**src/rtl/sd_spi_pkg.sv**
```systemverilog
// Shared types and SD SPI-mode framing constants for the SD command controller.
package sd_spi_pkg;

  typedef enum logic [2:0] {
    IDLE,
    INIT,
    SEL,
    CMD,
    RESP,
    DESEL,
    DONE
  } state_t;

  localparam logic [1:0]  START_BITS  = 2'b01;
  localparam logic        STOP_BIT    = 1'b1;
  localparam logic [7:0]  IDLE_BYTE   = 8'hFF;
  localparam int unsigned R1_BUSY_BIT = 7;

  // Byte n (0..5) of the 48-bit command frame, MSB first.
  function automatic logic [7:0] cmd_frame_byte(input logic [5:0]  index,
                                                 input logic [31:0] arg,
                                                 input logic [6:0]  crc,
                                                 input logic [2:0]  n);
    logic [7:0] b;
    case (n)
      3'd0:    b = {START_BITS, index};
      3'd1:    b = arg[31:24];
      3'd2:    b = arg[23:16];
      3'd3:    b = arg[15:8];
      3'd4:    b = arg[7:0];
      default: b = {crc, STOP_BIT};
    endcase
    return b;
  endfunction

endpackage

```
**src/rtl/sd_spi_byte_shifter.sv**
```systemverilog
// Mode-0 SPI byte engine: SCK divider, MSB-first TX/RX shift registers and
// a 2-flop MISO synchroniser. Shifts last_bit+1 bits per start.
module sd_spi_byte_shifter
  import sd_spi_pkg::*;
#(
  parameter int unsigned CLK_DIV = 4
) (
  input  logic       clk,
  input  logic       reset_n,
  input  logic       start,
  input  logic [7:0] tx_byte,
  input  logic [2:0] last_bit,
  input  logic       miso,
  output logic       sck,
  output logic       mosi,
  output logic       done,
  output logic [7:0] rx_byte
);

  localparam int unsigned DW = $clog2(CLK_DIV);

  logic [DW-1:0] div_cnt;
  logic [2:0]    bit_cnt;
  logic [2:0]    last_q;
  logic [6:0]    tx_sr;
  logic [7:0]    rx_sr;
  logic          active;
  logic          miso_s1;
  logic          miso_s2;

  assign rx_byte = rx_sr;

  always_ff @(posedge clk or negedge reset_n) begin
    if (!reset_n) begin
      div_cnt <= '0;
      bit_cnt <= '0;
      last_q  <= '1;
      tx_sr   <= '1;
      rx_sr   <= '1;
      active  <= 1'b0;
      sck     <= 1'b0;
      mosi    <= 1'b1;
      done    <= 1'b0;
      miso_s1 <= 1'b1;
      miso_s2 <= 1'b1;
    end else begin
      miso_s1 <= miso;
      miso_s2 <= miso_s1;
      done    <= 1'b0;
      if (start && !active) begin
        active  <= 1'b1;
        tx_sr   <= tx_byte[6:0];
        mosi    <= tx_byte[7];
        div_cnt <= '0;
        bit_cnt <= '0;
        last_q  <= last_bit;
      end else if (active) begin
        if (div_cnt == DW'(CLK_DIV - 1)) begin
          div_cnt <= '0;
          sck     <= ~sck;
          if (sck) begin
            // Last clk of the high half: sample, then the falling edge shifts MOSI.
            rx_sr <= {rx_sr[6:0], miso_s2};
            if (bit_cnt == last_q) begin
              active <= 1'b0;
              done   <= 1'b1;
              mosi   <= 1'b1;
            end else begin
              bit_cnt <= bit_cnt + 3'd1;
              mosi    <= tx_sr[6];
              tx_sr   <= {tx_sr[5:0], 1'b1};
            end
          end
        end else begin
          div_cnt <= div_cnt + DW'(1);
        end
      end
    end
  end

endmodule

```
**src/rtl/sd_spi_cmd_ctrl.sv**
```systemverilog
// SD-card SPI-mode command sequencer: power-up dummy clocks, 48-bit command
// framing and R1 polling with timeout, over the SDIO/SPI pin bridge.
module sd_spi_cmd_ctrl
  import sd_spi_pkg::*;
#(
  parameter int unsigned CLK_DIV      = 4,
  parameter int unsigned INIT_CLOCKS  = 80,
  parameter int unsigned RESP_TIMEOUT = 64
) (
  input  logic        clk,
  input  logic        reset_n,
  input  logic        init_req,
  input  logic        cmd_valid,
  output logic        cmd_ready,
  input  logic [5:0]  cmd_index,
  input  logic [31:0] cmd_arg,
  input  logic [6:0]  cmd_crc,
  output logic        resp_valid,
  output logic [7:0]  resp_r1,
  output logic        resp_timeout,
  output logic        busy,
  output logic        spi_sck,
  output logic [3:0]  spi_dq_o,
  input  logic [3:0]  spi_dq_i,
  output logic        spi_cs
);

  localparam int unsigned PW = $clog2(RESP_TIMEOUT + 1);
  localparam int unsigned IW = $clog2(INIT_CLOCKS + 1);

  state_t        state, state_n;
  logic          ready_en;
  logic [2:0]    byte_cnt;
  logic [PW-1:0] poll_cnt;
  logic [IW-1:0] init_rem;
  logic [IW-1:0] init_src;
  logic [2:0]    init_last;
  logic [5:0]    idx_q;
  logic [31:0]   arg_q;
  logic [6:0]    crc_q;
  logic [7:0]    r1_pend;
  logic          to_pend;
  logic          poll_hit;
  logic          poll_last;

  logic          sh_start;
  logic [7:0]    sh_tx;
  logic [2:0]    sh_last;
  logic          sh_done;
  logic [7:0]    sh_rx;
  logic          sh_mosi;
  logic          unused_dq;

  assign unused_dq = ^{spi_dq_i[3:2], spi_dq_i[0]};

  sd_spi_byte_shifter #(
    .CLK_DIV (CLK_DIV)
  ) u_shifter (
    .clk      (clk),
    .reset_n  (reset_n),
    .start    (sh_start),
    .tx_byte  (sh_tx),
    .last_bit (sh_last),
    .miso     (spi_dq_i[1]),
    .sck      (spi_sck),
    .mosi     (sh_mosi),
    .done     (sh_done),
    .rx_byte  (sh_rx)
  );

  assign cmd_ready  = (state == IDLE) && ready_en;
  assign busy       = (state != IDLE);
  assign resp_valid = (state == DONE);
  assign spi_cs     = !((state == SEL) || (state == CMD) || (state == RESP));
  assign spi_dq_o   = {3'b000, sh_mosi};

  // The next byte is launched in the same cycle the previous one reports done,
  // so tx data is chosen for the state being entered, not the current one.
  always_comb begin
    state_n   = state;
    sh_start  = 1'b0;
    sh_tx     = IDLE_BYTE;
    sh_last   = 3'd7;
    init_src  = (state == IDLE) ? IW'(INIT_CLOCKS) : init_rem;
    init_last = (init_src >= IW'(8)) ? 3'd7 : 3'(init_src - IW'(1));
    poll_hit  = ~sh_rx[R1_BUSY_BIT];
    poll_last = (poll_cnt == PW'(RESP_TIMEOUT - 1));
    unique case (state)
      IDLE: begin
        if (ready_en) begin
          if (init_req) begin
            state_n  = INIT;
            sh_start = 1'b1;
            sh_last  = init_last;
          end else if (cmd_valid) begin
            state_n  = SEL;
            sh_start = 1'b1;
          end
        end
      end
      INIT: begin
        if (sh_done) begin
          if (init_rem == '0) begin
            state_n = IDLE;
          end else begin
            sh_start = 1'b1;
            sh_last  = init_last;
          end
        end
      end
      SEL: begin
        if (sh_done) begin
          state_n  = CMD;
          sh_start = 1'b1;
          sh_tx    = cmd_frame_byte(idx_q, arg_q, crc_q, 3'd0);
        end
      end
      CMD: begin
        if (sh_done) begin
          sh_start = 1'b1;
          if (byte_cnt == 3'd5) begin
            state_n = RESP;
          end else begin
            sh_tx = cmd_frame_byte(idx_q, arg_q, crc_q, byte_cnt + 3'd1);
          end
        end
      end
      RESP: begin
        if (sh_done) begin
          sh_start = 1'b1;
          if (poll_hit || poll_last) state_n = DESEL;
        end
      end
      DESEL: begin
        if (sh_done) state_n = DONE;
      end
      DONE:    state_n = IDLE;
      default: state_n = IDLE;
    endcase
  end

  always_ff @(posedge clk or negedge reset_n) begin
    if (!reset_n) begin
      state        <= IDLE;
      ready_en     <= 1'b0;
      byte_cnt     <= '0;
      poll_cnt     <= '0;
      init_rem     <= '0;
      idx_q        <= '0;
      arg_q        <= '0;
      crc_q        <= '0;
      r1_pend      <= IDLE_BYTE;
      to_pend      <= 1'b0;
      resp_r1      <= IDLE_BYTE;
      resp_timeout <= 1'b0;
    end else begin
      state    <= state_n;
      ready_en <= 1'b1;
      if (sh_start && (state_n == INIT))
        init_rem <= init_src - (IW'(init_last) + IW'(1));
      if ((state == IDLE) && (state_n == SEL)) begin
        idx_q    <= cmd_index;
        arg_q    <= cmd_arg;
        crc_q    <= cmd_crc;
        byte_cnt <= '0;
        poll_cnt <= '0;
      end
      if ((state == CMD) && sh_done)
        byte_cnt <= byte_cnt + 3'd1;
      if ((state == RESP) && sh_done) begin
        if (poll_hit) begin
          r1_pend <= sh_rx;
          to_pend <= 1'b0;
        end else begin
          if (poll_cnt != PW'(RESP_TIMEOUT)) poll_cnt <= poll_cnt + PW'(1);
          if (poll_last) begin
            r1_pend <= IDLE_BYTE;
            to_pend <= 1'b1;
          end
        end
      end
      // Result registers only change entering DONE so they hold between completions.
      if ((state == DESEL) && sh_done) begin
        resp_r1      <= r1_pend;
        resp_timeout <= to_pend;
      end
    end
  end

endmodule
```
**config.mk**
```make
export PLATFORM = sky130hd
export DESIGN_NAME = sd_spi_cmd_ctrl
export DESIGN_NICKNAME = d
export VERILOG_FILES = /design/src/rtl/sd_spi_pkg.sv /design/src/rtl/sd_spi_byte_shifter.sv /design/src/rtl/sd_spi_cmd_ctrl.sv
export SDC_FILE = /design/constraint.sdc
export NUM_CORES = 1
export LEC_CHECK = 0
export ABC_CLOCK_PERIOD_IN_PS = 2700
export BUFFER_PORTS_ARGS = -buffer_cell sky130_fd_sc_hd__buf_2
export CAP_MARGIN = 30
export CORE_MARGIN = 4
export CORE_UTILIZATION = 50
export CTS_BUF_LIST = sky130_fd_sc_hd__clkbuf_8 sky130_fd_sc_hd__clkbuf_16
export CTS_CLUSTER_DIAMETER = 40
export DETAILED_ROUTE_END_ITERATION = 8
export PLACE_DENSITY = 0.71
export SYNTH_ARGS = -nofsm -noshare
export SYNTH_HDL_FRONTEND = slang
export SYNTH_SLANG_ARGS = --single-unit
```
**constraint.sdc**
```tcl
create_clock -name clk -period 2.7 [get_ports clk]
set_input_delay 0.135 -clock clk [delete_from_list [all_inputs] [get_ports clk]]
set_output_delay 0.135 -clock clk [all_outputs]
set_load 0.03 [all_outputs]
```
==> flow_metrics.py <==
metrics = {
    "outcome": {
        "status": "finished, final reports clean",
    },
    "logic_synthesis": {
        "syn_avg_cell_area_sq_um": 12.0,
        "yosysWarnings": 0,
        "syn_area_sq_mm": 0.00553,
        "synth.distinct_cells": 68,
        "postSynth.asyncResetShare_pct": 100,
        "ys.flop_type": "dfrtp_1",
        "synthCells": 462,
        "synth_edf_count": 0,
        "ys_seq_area_share_pct": 52.0,
        "ys_seq_elements": 113,
    },
    "global_route": {
        "antenna_found_initial": 0,
        "groute.usage.overall_pct": 20.7,
        "first_global_vias": 4348,
        "grt_pass1_wl_um": 21100,
        "grt_max_degree": 58,
        "grt.overflow.total": 0,
    },
    "routing": {
        "via_count": 4096,
        "wl_per_cell_um": 16.6,
        "dr.pass1.iters": 4,
        "first_iter_violations": 247,
        "antenna_left": 0,
        "vias_per_cell": 5.55,
        "drc_errors": 0,
        "routed_wl_um": 12300,
    },
    "clocking": {
        "cts-root-buf": "clkbuf_8",
        "clkLatencyLatePin_ns": 0.52,
        "cts_max_path_buffers": 2,
        "ctsHtreeMaxLevel": 4,
        "cts-buffers-inserted": 17,
        "numClockSinks": 113,
        "cts_tree": "done",
        "clk_pin_slew_ns": 0.06,
    },
    "power_and_ir_drop": {
        "power.density_mw_per_mm2": 580,
        "p_leak_nw": 3.36,
        "peakVddDrop_uv": 360,
    },
    "timing": {
        "worstMarginPinSlew_ns": 0.735,
        "slew_headroom_pct": 51.0,
        "period_share_pct": 93.6,
        "fmax_mhz": 396,
        "setup_viol": 0,
        "holdWs_ns": 0.200,
        "fin_crit_ns": 2.53,
        "slew_viol_final": 0,
        "hold_violations": 0,
        "setup_tns_ns": 0,
        "rsz0062_at_grt": "no",
        "finClkSkew_ns": 0.0109,
        "setup_slack_ns": 0.172,
    },
    "setup_path": {
        "r2r_end": "u_shifter.tx_sr[1]$_DFFE_PN1P_",
        "critPathKind": "reg2reg",
        "worstPathRequired_ns": 3.14,
        "cp_max_fo": 11,
        "r2r_cells": 7,
        "r2r_start": "byte_cnt[0]$_DFFE_PN0P_",
        "crit_top_cell": "ha_1",
        "arrival_ns": 2.97,
        "max_stage_delay_ns": 0.48,
        "crit_chain": "ha_1 > ha_1 > or4b_4 > a21oi_4 > mux2i_1 > a221oi_2 > a221o_1",
        "cp-end-kind": "flop",
        "r2r_slack_ns": 0.17,
        "startpoint_type": "flop",
        "cp_slowest_cell": "or4b_4",
    },
    "floorplanning": {
        "core_area_sq_mm": 0.0108,
        "start_util_pct": 51.0,
        "die_h_um": 113,
        "rows": 38,
        "io_pins": 71,
        "fp.dieW_um": 113,
        "dieArea_sq_mm": 0.0128,
    },
    "placed_design": {
        "place_hpwl_um": 7970,
        "dpl-instance-area_sq_mm": 0.00600,
        "post-place-ws_ns": 0.115,
        "place.gp.congestion": 0.872,
        "port_buffers": 64,
    },
    "min_path": {
        "min_to": "init_rem[1]$_DFFE_PN0P_",
        "worstHoldStart": "cmd_valid",
        "min_path_cells": 4,
        "min_path_type": "in2reg",
    },
    "job": {
        "maxCapViolations": 0,
    },
    "cells_and_area": {
        "area_growth_pct": 28.9,
        "diodes": 0,
        "final_util_pct": 65.8,
        "drive_gt1_share_pct": 38.3,
        "final_nets": 652,
        "finalInstanceArea_sq_mm": 0.00713,
    },
}
==> Yosys cell counts, types with 5 or more instances <==
master,n,area share (%)
buf_2,9,0.81
clkbuf_1,7,0.48
nand3_1,16,1.4
o22a_1,8,1.3
nand2_1,34,2.3
mux2_2,62,13
inv_1,19,1.3
dfstp_2,37,18
nor3_1,7,0.63
mux2i_1,10,1.8
a22o_1,5,0.79
ha_1,13,2.9
nor2_1,19,1.3
xnor2_1,8,1.3
buf_4,8,1.1
a31oi_1,5,0.57
or3_1,6,0.68
a222oi_1,5,0.91
a21oi_1,12,1.1
dfrtp_1,76,34
o21ai_0,18,1.6
==> worst max-delay path: cells and delay by family, from the launching register on <==
family          cells  cell delay, ns
compound gates      3            0.67
fa+ha+maj           2            0.59
flops               1            0.42
mux                 1            0.26
simple gates        1            0.48
==> what timing repair did <==
item / 4_1_cts / 5_1_grt
resized for setup: 0 / 4
setup endpoints to repair: 0 / 3
endpoints found under the hold margin: 83 / 0
hold buffers: 48 / 0
setup buffers: 0 / 3
==> cells in the final DEF, fill, tap and decap left out, types with 3 or more instances in the layout <==
master and n:
a211oi_1 3, a21o_1 4, a21oi_1 12, a222oi_1 5
a22o_1 5, a22oi_1 4, a31oi_1 5, and2_1 4
buf_2 63, buf_4 18, bufinv_16 4, clkbuf_16 16
clkinv_4 5, conb_1 4, dfrtp_1 76, dfstp_2 37
dlygate4sd3_1 48, ha_1 13, inv_1 21, mux2_2 62
mux2i_1 10, nand2_1 34, nand2b_1 3, nand3_1 16
nor2_1 19, nor3_1 7, o21a_1 4, o21ai_0 18
o22a_1 8, or3_1 6, xnor2_1 8, xor2_1 3
==> per-stage QoR <==
step / power (W) / instances
3_3_place_gp: 0.00181 / 655
2_1_floorplan: 0.00174 / 464
3_5_place_dp: 0.00181 / 655
5_1_grt: 0.00427 / 738
6_report: 0.00413 / 738
4_1_cts: 0.00416 / 735
==> power breakdown <==
part           leakage (nW)  switching [W]  internal [W]
sequential             1.37    0.000000817       0.00170
combinational          1.70      0.0000601     0.0000752
clock                 0.298       0.000804       0.00149
==> registers in the layout (all words and copies together), names as in the netlist, 2 cells and up <==
name / cells
poll_cnt: 7
u_shifter.bit_cnt: 3
arg_q: 32
u_shifter.div_cnt: 2
state: 3
init_rem: 7
byte_cnt: 3
u_shifter.last_q: 3
r1_pend: 8
crc_q: 7
resp_r1: 8
u_shifter.rx_byte: 8
u_shifter.tx_sr: 7
idx_q: 6
==> layer usage <==
layer / wire length [um] / GRT usage, % / share of wire (%)
met4: 247 / 8.17 / 2.0
met1: 5100 / 25.0 / 42
met2: 6290 / 35.6 / 51
met5: 0 / 0 / 0
met3: 633 / 4.97 / 5.2
==> worst max path at each step <==
stage	slack (ns)	cells after the start	from	to
5_1_grt	0.008	11	state[0]$_DFF_PN0_	init_rem[6]$_DFFE_PN0P_
4_1_cts	0.11	12	state[2]$_DFF_PN0_	init_rem[6]$_DFFE_PN0P_
3_5_place_dp	0.12	12	state[2]$_DFF_PN0_	init_rem[6]$_DFFE_PN0P_
2_1_floorplan	0.03	12	state[1]$_DFF_PN0_	init_rem[6]$_DFFE_PN0P_
3_3_place_gp	0.24	11	state[2]$_DFF_PN0_	init_rem[6]$_DFFE_PN0P_
6_report	0.17	7	byte_cnt[0]$_DFFE_PN0P_	u_shifter.tx_sr[1]$_DFFE_PN1P_
==> logic make-up (layout without fill, tap and decap cells) <==
group,Yosys count,after routing,share of synthesized area [%]
other,2,4,0.136
AND/OR/NAND/NOR,110,110,11.4
buffers and inverters,48,182,4.34
adder cells (fa/ha/maj),14,14,3.30
AO/OA/AOI/OAI,91,91,12.5
multiplexers,72,72,14.4
flip-flops,113,113,52.0
XOR/XNOR,12,12,1.90
==> layout make-up <==
| class | count | area (sq um) |
|---|---|---|
| sequential | 113 | 2870 |
| timing repair buffer | 130 | 951 |
| tap | 140 | 175 |
| inverter | 20 | 75.1 |
| fill | 809 | 3710 |
| multi-input combinational | 303 | 2440 |
| clock inverter | 15 | 195 |
| clock buffer | 17 | 414 |
Power figures use the tool's default switching activity.
